$ cat src/rtl/alu_pkg.sv
// Shared definitions for the 16-bit execute-stage ALU: opcodes, condition-code
// bit positions, the shifter mode encoding and small decode helpers.
package alu_pkg;

  localparam int W = 16;

  localparam logic [3:0] OP_ADD  = 4'b0001;
  localparam logic [3:0] OP_SUB  = 4'b0010;
  localparam logic [3:0] OP_SHL  = 4'b0101;
  localparam logic [3:0] OP_SHAR = 4'b0110;
  localparam logic [3:0] OP_SHLR = 4'b0111;
  localparam logic [3:0] OP_RL   = 4'b1000;
  localparam logic [3:0] OP_RR   = 4'b1001;
  localparam logic [3:0] OP_AND  = 4'b1011;
  localparam logic [3:0] OP_OR   = 4'b1100;
  localparam logic [3:0] OP_XOR  = 4'b1101;
  localparam logic [3:0] OP_NOT  = 4'b1110;
  localparam logic [3:0] OP_MUL  = 4'b1111;

  localparam int CC_C = 3;
  localparam int CC_V = 2;
  localparam int CC_N = 1;
  localparam int CC_Z = 0;

  typedef enum logic [2:0] {
    SH_SHL,
    SH_SHAR,
    SH_SHLR,
    SH_RL,
    SH_RR
  } shift_mode_e;

  // Non-shift opcodes map to SH_SHL; the shifter output is simply not selected.
  function automatic shift_mode_e shift_mode(input logic [3:0] op);
    shift_mode_e m;
    m = SH_SHL;
    case (op)
      OP_SHAR: m = SH_SHAR;
      OP_SHLR: m = SH_SHLR;
      OP_RL:   m = SH_RL;
      OP_RR:   m = SH_RR;
      default: m = SH_SHL;
    endcase
    return m;
  endfunction

  function automatic logic [3:0] pack_cc(input logic c, input logic v,
                                         input logic [W-1:0] r);
    logic [3:0] f;
    f       = '0;
    f[CC_C] = c;
    f[CC_V] = v;
    f[CC_N] = r[W-1];
    f[CC_Z] = (r == '0);
    return f;
  endfunction

endpackage

$ cat src/rtl/alu_shifter.sv
// Combinational barrel shifter/rotator. Amount 0 passes the operand through
// with no carry or overflow.
module alu_shifter
  import alu_pkg::*;
(
  input  logic [W-1:0] a,
  input  logic [3:0]   amt,
  input  shift_mode_e  mode,
  output logic [W-1:0] y,
  output logic         c,
  output logic         v
);

  logic [2*W-1:0] shl_ext;
  logic [W:0]     shr_ext;
  logic [W:0]     sar_ext;
  logic [W-1:0]   rot_l;
  logic [W-1:0]   rot_r;
  logic [W-1:0]   out_mask;

  // Widened forms keep the bits that fall off the end, so carry comes for free.
  assign shl_ext  = {{W{1'b0}}, a} << amt;
  assign shr_ext  = {a, 1'b0} >> amt;
  assign sar_ext  = $signed({a, 1'b0}) >>> amt;
  assign rot_l    = (a << amt) | (a >> (5'd16 - {1'b0, amt}));
  assign rot_r    = (a >> amt) | (a << (5'd16 - {1'b0, amt}));
  assign out_mask = ~(16'hFFFF << amt);

  always_comb begin
    // NOTE: every output gets a default before the case so no path leaves
    // one unassigned; that is what keeps combinational blocks latch-free.
    y = a;
    c = 1'b0;
    v = 1'b0;
    case (mode)
      SH_SHL: begin
        y = shl_ext[W-1:0];
        c = shl_ext[W];
        // Overflow when any discarded bit disagrees with the new sign bit.
        v = |(shl_ext[2*W-1:W] ^ ({W{shl_ext[W-1]}} & out_mask));
      end
      SH_SHAR: begin
        y = sar_ext[W:1];
        c = sar_ext[0];
      end
      SH_SHLR: begin
        y = shr_ext[W:1];
        c = shr_ext[0];
      end
      SH_RL:   y = rot_l;
      SH_RR:   y = rot_r;
      default: y = a;
    endcase
  end

endmodule

$ cat src/rtl/alu.sv
// 16-bit registered ALU: adder, multiplier, logic ops and the barrel shifter
// feed one result mux; result and condition codes register every cycle.
module alu
  import alu_pkg::*;
(
  input  logic         clk,
  input  logic         rst_n,
  input  logic [W-1:0] valA,
  input  logic [W-1:0] valB,
  input  logic [3:0]   aluop,
  input  logic         sub,
  output logic [W-1:0] result,
  output logic [3:0]   cc
);

  logic           do_sub;
  logic [W-1:0]   b_eff;
  logic [W:0]     sum;
  logic           add_v;
  logic [2*W-1:0] prod;
  logic           mul_hi;

  logic [W-1:0]   sh_y;
  logic           sh_c;
  logic           sh_v;

  logic [W-1:0]   nxt_result;
  logic           nxt_c;
  logic           nxt_v;
  logic [3:0]     nxt_cc;

  // SUB always subtracts; ADD subtracts only when the sub control is set.
  assign do_sub = (aluop == OP_SUB) || ((aluop == OP_ADD) && sub);
  assign b_eff  = valB ^ {W{do_sub}};
  assign sum    = {1'b0, valA} + {1'b0, b_eff} + {{W{1'b0}}, do_sub};
  assign add_v  = (valA[W-1] == b_eff[W-1]) && (sum[W-1] != valA[W-1]);

  assign prod   = {{W{1'b0}}, valA} * {{W{1'b0}}, valB};
  assign mul_hi = |prod[2*W-1:W];

  alu_shifter u_shifter (
    .a    (valA),
    .amt  (valB[3:0]),
    .mode (shift_mode(aluop)),
    .y    (sh_y),
    .c    (sh_c),
    .v    (sh_v)
  );

  always_comb begin
    nxt_result = '0;
    nxt_c      = 1'b0;
    nxt_v      = 1'b0;
    case (aluop)
      OP_ADD, OP_SUB: begin
        nxt_result = sum[W-1:0];
        nxt_c      = sum[W];
        nxt_v      = add_v;
      end
      OP_MUL: begin
        nxt_result = prod[W-1:0];
        nxt_c      = mul_hi;
        nxt_v      = mul_hi;
      end
      OP_SHL, OP_SHAR, OP_SHLR: begin
        nxt_result = sh_y;
        nxt_c      = sh_c;
        nxt_v      = sh_v;
      end
      OP_RL, OP_RR: nxt_result = sh_y;
      OP_AND:       nxt_result = valA & valB;
      OP_OR:        nxt_result = valA | valB;
      OP_XOR:       nxt_result = valA ^ valB;
      // Logical NOT of B only; A never reaches the result.
      OP_NOT:       nxt_result = {{(W-1){1'b0}}, (valB == '0)};
      default:      nxt_result = '0;
    endcase
    nxt_cc = pack_cc(nxt_c, nxt_v, nxt_result);
  end

  always_ff @(posedge clk or negedge rst_n) begin
    // NOTE: non-blocking assignments so every register samples pre-edge
    // values and updates together, independent of statement order.
    if (!rst_n) begin
      result <= '0;
      cc     <= '0;
    end else begin
      result <= nxt_result;
      cc     <= nxt_cc;
    end
  end

endmodule

$ cat config.mk
export PLATFORM = sky130hd
export DESIGN_NAME = alu
export DESIGN_NICKNAME = d
export VERILOG_FILES = /design/src/rtl/alu_pkg.sv /design/src/rtl/alu_shifter.sv /design/src/rtl/alu.sv
export SDC_FILE = /design/constraint.sdc
export NUM_CORES = 1
export LEC_CHECK = 0
export ABC_AREA = 1
export BUFFER_PORTS_ARGS = -buffer_cell sky130_fd_sc_hd__buf_2
export CORE_ASPECT_RATIO = 1.4
export CORE_MARGIN = 2
export CORE_UTILIZATION = 25
export DETAILED_ROUTE_END_ITERATION = 12
export HOLD_SLACK_MARGIN = 0.12
export SLEW_MARGIN = 20
export SYNTH_ARGS = -nofsm -noshare
export SYNTH_HDL_FRONTEND = slang
export SYNTH_SLANG_ARGS = --single-unit
$ cat constraint.sdc
create_clock -name clk -period 1.19 [get_ports clk]
set_input_delay 0.0595 -clock clk [delete_from_list [all_inputs] [get_ports clk]]
set_output_delay 0.0595 -clock clk [all_outputs]
set_load 0.01 [all_outputs]
Yosys cells after proc, flatten, opt, wreduce, memory -nomap -nowiden

Index checks and enable logic that the tools add are counted.

Output and inout port bits: 20
Register bits: 20
Word-level logic and storage cells: 59
Input bits: 39

Muxes and demuxes: 7
Add/subtract/negate cells: 3
Shifts and indexed selects: 8
$mul: 1
Equality and inequality tests: 18
Bitwise logic cells: 9
Reductions and logical operators: 11

Operators by type and width:

| kind                  | number |
|---|---|
| $pmux 16 s7           | 1 |
| $pmux 16 s5           | 1 |
| $or 16x16->16         | 3 |
| $xor 16x16->16        | 3 |
| $and 16x16->16        | 2 |
| $logic_not 16->1      | 2 |
| $mul 16x16->32        | 1 |
| $reduce_or 16->1      | 2 |
| $shl 16x4->32         | 1 |
| $eq 4x4->1 const B    | 7 |
| $add 16x16->17        | 1 |
| $add 17x1->17         | 1 |
| $shr 17x4->17         | 1 |
| $sshr 17x4->17        | 1 |
| $not 16->16           | 1 |
| $shl 16x4->16         | 1 |
| $shl 16x4->16 const A | 1 |
| $shl 16x5->16         | 1 |
| $shr 16x4->16         | 1 |
| $shr 16x5->16         | 1 |
| $eq 4x3->1 const B    | 3 |
| $pmux 3 s4            | 1 |
| $pmux 1 s3            | 3 |
| $eq 3x2->1 const B    | 2 |
| 14 further kinds      | 15 |

Depth between registers and ports, before layout

Depth in word-level cells: 9
Depth in mapped cells: 34
Depth with buffers taken out: 31

By module

A second synthesis with hierarchy kept.

Cell total of the unflattened synthesis: 2,530
Area total of the unflattened synthesis: 15,850.2 sq um

Modules (own cells, without submodules):

| module      | seq. area each (sq um) | cells an instance | area an instance (sq um) | instances |
|---|---|---|---|---|
| alu         | 475.5                  | 1,777             | 12,159.2                 | 1 |
| alu_shifter | 0.0                    | 753               | 3,691.0                  | 1 |

Worst setup path after synthesis

No wires, ideal clock.

Kind: input to register
Start: input valB[2]
End: register cc[3]
Data required time: 1.062 ns
Data arrival time: 5.840 ns
Stages on the path: 30
Path buffers: 5
Library setup time: 0.128 ns
Path slack: -4.778 ns
Cells stage by stage: buf_4 buf_2 buf_1 buf_2 clkbuf_1 nand2_1 fa_1 fa_1 fa_1 fa_1 inv_1 fa_1 inv_1 fa_1 inv_1 ha_1 nand2_1 inv_1 a21oi_1 nor2_1 o21ai_0 nand3_1 nand2_1 nand2_1 nor2_1 nand2_1 nor2_1 nand2_1 nand2_1 nand3_1

Cells in the longest elaborated chain, start to end: 4
Elaborated cells on any way between the ends: 10
Those cells by class: add/sub (2); mul (1); shift (3); mux (2); bitwise (1); reduce/logical (1)

RTL lines:

| item                                                                   | RTL line  | source |
|---|---|---|
| start, declared                                                        | alu.sv:9  | `input logic [W-1:0] valB,` |
| parallel branches: the longest is 3 deep, another holds $mul 16x16->32 | n/a       |  |
| $pmux 1 s3 *                                                           | alu.sv:54 | `case (aluop)` |
| via nxt_c                                                              | alu.sv:28 | `logic nxt_c;` |
| end signal, assigned                                                   | alu.sv:89 | `cc <= nxt_cc;` |
| end, declared                                                          | alu.sv:13 | `output logic [3:0] cc` |

Mark *: on every way through the listed nets, which the timed path passes.

Worst setup path in the final report

Start: input valA[8]
End: register cc[3]

Cells in the longest elaborated chain, start to end: 3
Elaborated cells on any way between the ends: 9
Those cells by class: add/sub (2); mul (1); shift (3); mux (2); reduce/logical (1)

RTL lines:

| item                                     | RTL line  | source |
|---|---|---|
| start, declared                          | alu.sv:8  | `input logic [W-1:0] valA,` |
| $mul 16x16->32 (tied with other cells)   | alu.sv:38 | `assign prod = {{W{1'b0}}, valA} * {{W{1'b0}}, valB};` |
| $reduce_or 16->1 (tied with other cells) | alu.sv:39 | `assign mul_hi = \|prod[2*W-1:W];` |
| $pmux 1 s3 *                             | alu.sv:54 |  |
| via nxt_c                                | alu.sv:28 |  |

The timed path passes the listed nets; every way through them passes the cells marked *.

==> impl_metrics.csv <==
group,metric,value,unit
run_status,status,"finished, violations left",
run_status,violations,"negative setup slack",
synth,synth.avg_cell_area,6.30,um2
critical_path,startpoint_type,"input pin",
routing,wl_per_cell,18.4,um
die,io_pins,59,
routing,finalWirelength,66500,um
clock_network,cts_max_path_buffers,2,
synth,synth-edff-count,0,
placed_design,io_buffers,58,
clock_network,root_buffer,"clkbuf_16",
synth,yosys_warnings,0,
global_routing,grt.overflow.total,0,
placed_design,dp_hpwl,55100,um
routing,vias,17537,
cells_and_area,seqCellArea,475,um2
clock_network,cts_tree,"done",
cells_and_area,fin_util,37.3,%
clock_network,clk_pin_slew,50,ps
sta,period_needed,5130,ps
synth,ys_seq_area_share,3.17,%
sta,worst_slack,-3940,ps
sta,period_share,431,%
critical_path,cp_data_arrival_time,5260,ps
die,chipWidth,211,um
global_routing,gr-usage-all-layers,21.3,%
routing,drtPass1Iterations,8,
min_path,hold_path.class,"input pin to async pin",
routing,drc,0,
placed_design,place_inst,3558,
placed_design,post-place-ws,-4620,ps
sta,tns,-55980,ps
cells_and_area,final_cells,3614,
sta,setup_viol,19,
synth,ys_types,47,
cells_and_area,nets,3248,
run,maxCapViolations,0,
placed_design,place_congestion,0.981,
cells_and_area,fillerInstances,6234,
synth,async_flop_share,100,%
sta,finalHoldViolations,0,
sta,rsz0062_at_grt,"yes",
routing,drtIter0Drc,1319,
clock_network,cts_max_level,1,
synth,synthCells,2383,
critical_path,cp-end-kind,"register",
synth,synth_top_area_share,26.0,%
global_routing,grt_pass1_wl,101000,um
pwr,p_per_area,2960,nW/um2
synth,ys_seq_elements,19,
sta,max_slew_margin,38.7,%
die,initial_utilization,25.2,%
cells_and_area,syn_to_final_growth,47.7,%
clock_network,cts-buffers-inserted,3,
routing,ant_nets,0,
global_routing,antenna_found_initial,1,
clock_network,cts.sinks,19,
sta,worstMarginPinSlew,910,ps
synth,yosys-top-cells-area,"fa_1 26%, nand2_1 19%, ha_1 13%, inv_1 12%, nand3_1 7.3%",
sta,timing.hold.ws,283,ps
cells_and_area,drive_gt1_share,31.5,%
synth,synth_fp_nets,2773,
cells_and_area,multi_input_area,13800,um2
sta,fmax,195,MHz
die,die_area,62100,um2
die,core,59500,um2
global_routing,grt_pass1_vias,18072,
sta,slew_viol_final,0,
synth,ys.flop_type,"dfrtp_1",
critical_path,worstPathMaxFanout,7,
die,rows,106,
synth,synth_common_cells,"741 x nand2_1, 464 x inv_1, 219 x nand3_1",
pwr,vdd.ir_drop.worst,3720,uV
routing,via_per_inst,4.85,
synth,syn-cell-area,15000,um2
global_routing,grt_max_degree,34,
synth,synth_top_area_cell,"fa_1",
synth,synth_most_common_cell,"nand2_1",
pwr,p_leak,12.1,nW
die,dieHeight,294,um
critical_path,path_class,"input pin to register",
critical_path,required,1320,ps
per-layer routing:
layer	routed length (um)	track usage [%]	vias to the layer above	share of wire [%]
met1	24600	23.5	8444	37
li1	-	-	8282	-
met5	0	0	-	0
met4	6020	16.2	0	9.1
met3	3020	2.15	229	4.5
met2	32800	37.6	582	49
kinds of logic after synthesis:
kind of cell | count (synthesis) | synth area share, %
AO/OA/AOI/OAI | 231 | 8.57
XOR/XNOR | 33 | 1.92
adder cells (fa/ha/maj) | 351 | 39.0
buffers and inverters | 580 | 14.8
flip-flops | 19 | 3.17
multiplexers | 1 | 0.0667
AND/OR/NAND/NOR | 1168 | 32.4
power breakdown:
part	leakage (nW)	switching, W	internal (W)
clock network	0.0382	0.000220	0.000455
registers	0.247	0.0000439	0.000790
logic	11.8	0.0347	0.0294
worst max path at each step:
| stage | to | slack [ps] | from |
|---|---|---|---|
| final | cc[3] | -3940 | valA[8] |
| after global routing | cc[3] | -4160 | valA[8] |
| after CTS | cc[2] | -3980 | valB[8] |
| after detailed placement | cc[2] | -4620 | valB[7] |
| after global placement | cc[2] | -4620 | valB[7] |
| after floorplan | cc[3] | -4000 | valB[2] |
sequential cells by signal, summed over array words and instances (netlist names):
register / flops
cc: 4
result: 15
final cells by class:
type                    count  area share (%)
multi-input cells        1784            62.4
repair buffers            578            22.7
inverters                 471            8.06
well taps                 756            4.26
flip-flops and latches     19            2.14
clock buffers               4           0.355
repair inverters            1          0.0226
diodes                      1          0.0113
what timing repair did:
action	4_1_cts	5_1_grt
setup endpoints to repair	19	19
hold buffers	1	0
hold endpoints to repair	19	0
buffers inserted	36	18
pin swaps	106	113
gates cloned	5	0
resized for setup	311	164
worst max-delay path: stages:
cell and delay (ps):
buf_12 120, buf_4 140, nand2_2 50, inv_2 40, fa_1 530, inv_2 40, fa_1 470, fa_2 550
fa_1 450, fa_1 520, fa_1 540, inv_2 50, ha_4 270, a21oi_4 170, buf_4 130, o21ai_2 60
a21oi_2 170, nor2_1 60, nor2_1 130, nand2_1 70, nand2_1 60, nand2_1 50, nor2_1 80, nand2_1 70
nor2_2 110, nand2_2 90, nand2_4 130, nand3_2 70
stage by stage:
| step | area, um2 | power [W] |
|---|---|---|
| after global placement | 19800 | 0.0525 |
| final | 22200 | 0.0657 |
| after detailed placement | 19800 | 0.0526 |
| after global routing | 22200 | 0.0716 |
| after CTS | 21400 | 0.0598 |
| after floorplan | 15500 | 0.0330 |
placed cells by master, fill, tap and decap left out, drive strengths merged, types with 4 or more instances in the layout:
cell / count
xor2: 24
o21ai: 86
clkbuf: 4
buf: 573
nand3b: 8
dfrtp: 19
a21oi: 97
o211ai: 12
a221oi: 7
o22ai: 5
o21bai: 5
ha: 156
nor2: 135
nand4: 21
bufbuf: 4
fa: 195
nand3: 221
nand2: 752
inv: 469
or2: 8
xnor2: 9
nor3: 19
a21boi: 5
No activity file was read; power rests on OpenSTA's default activity.
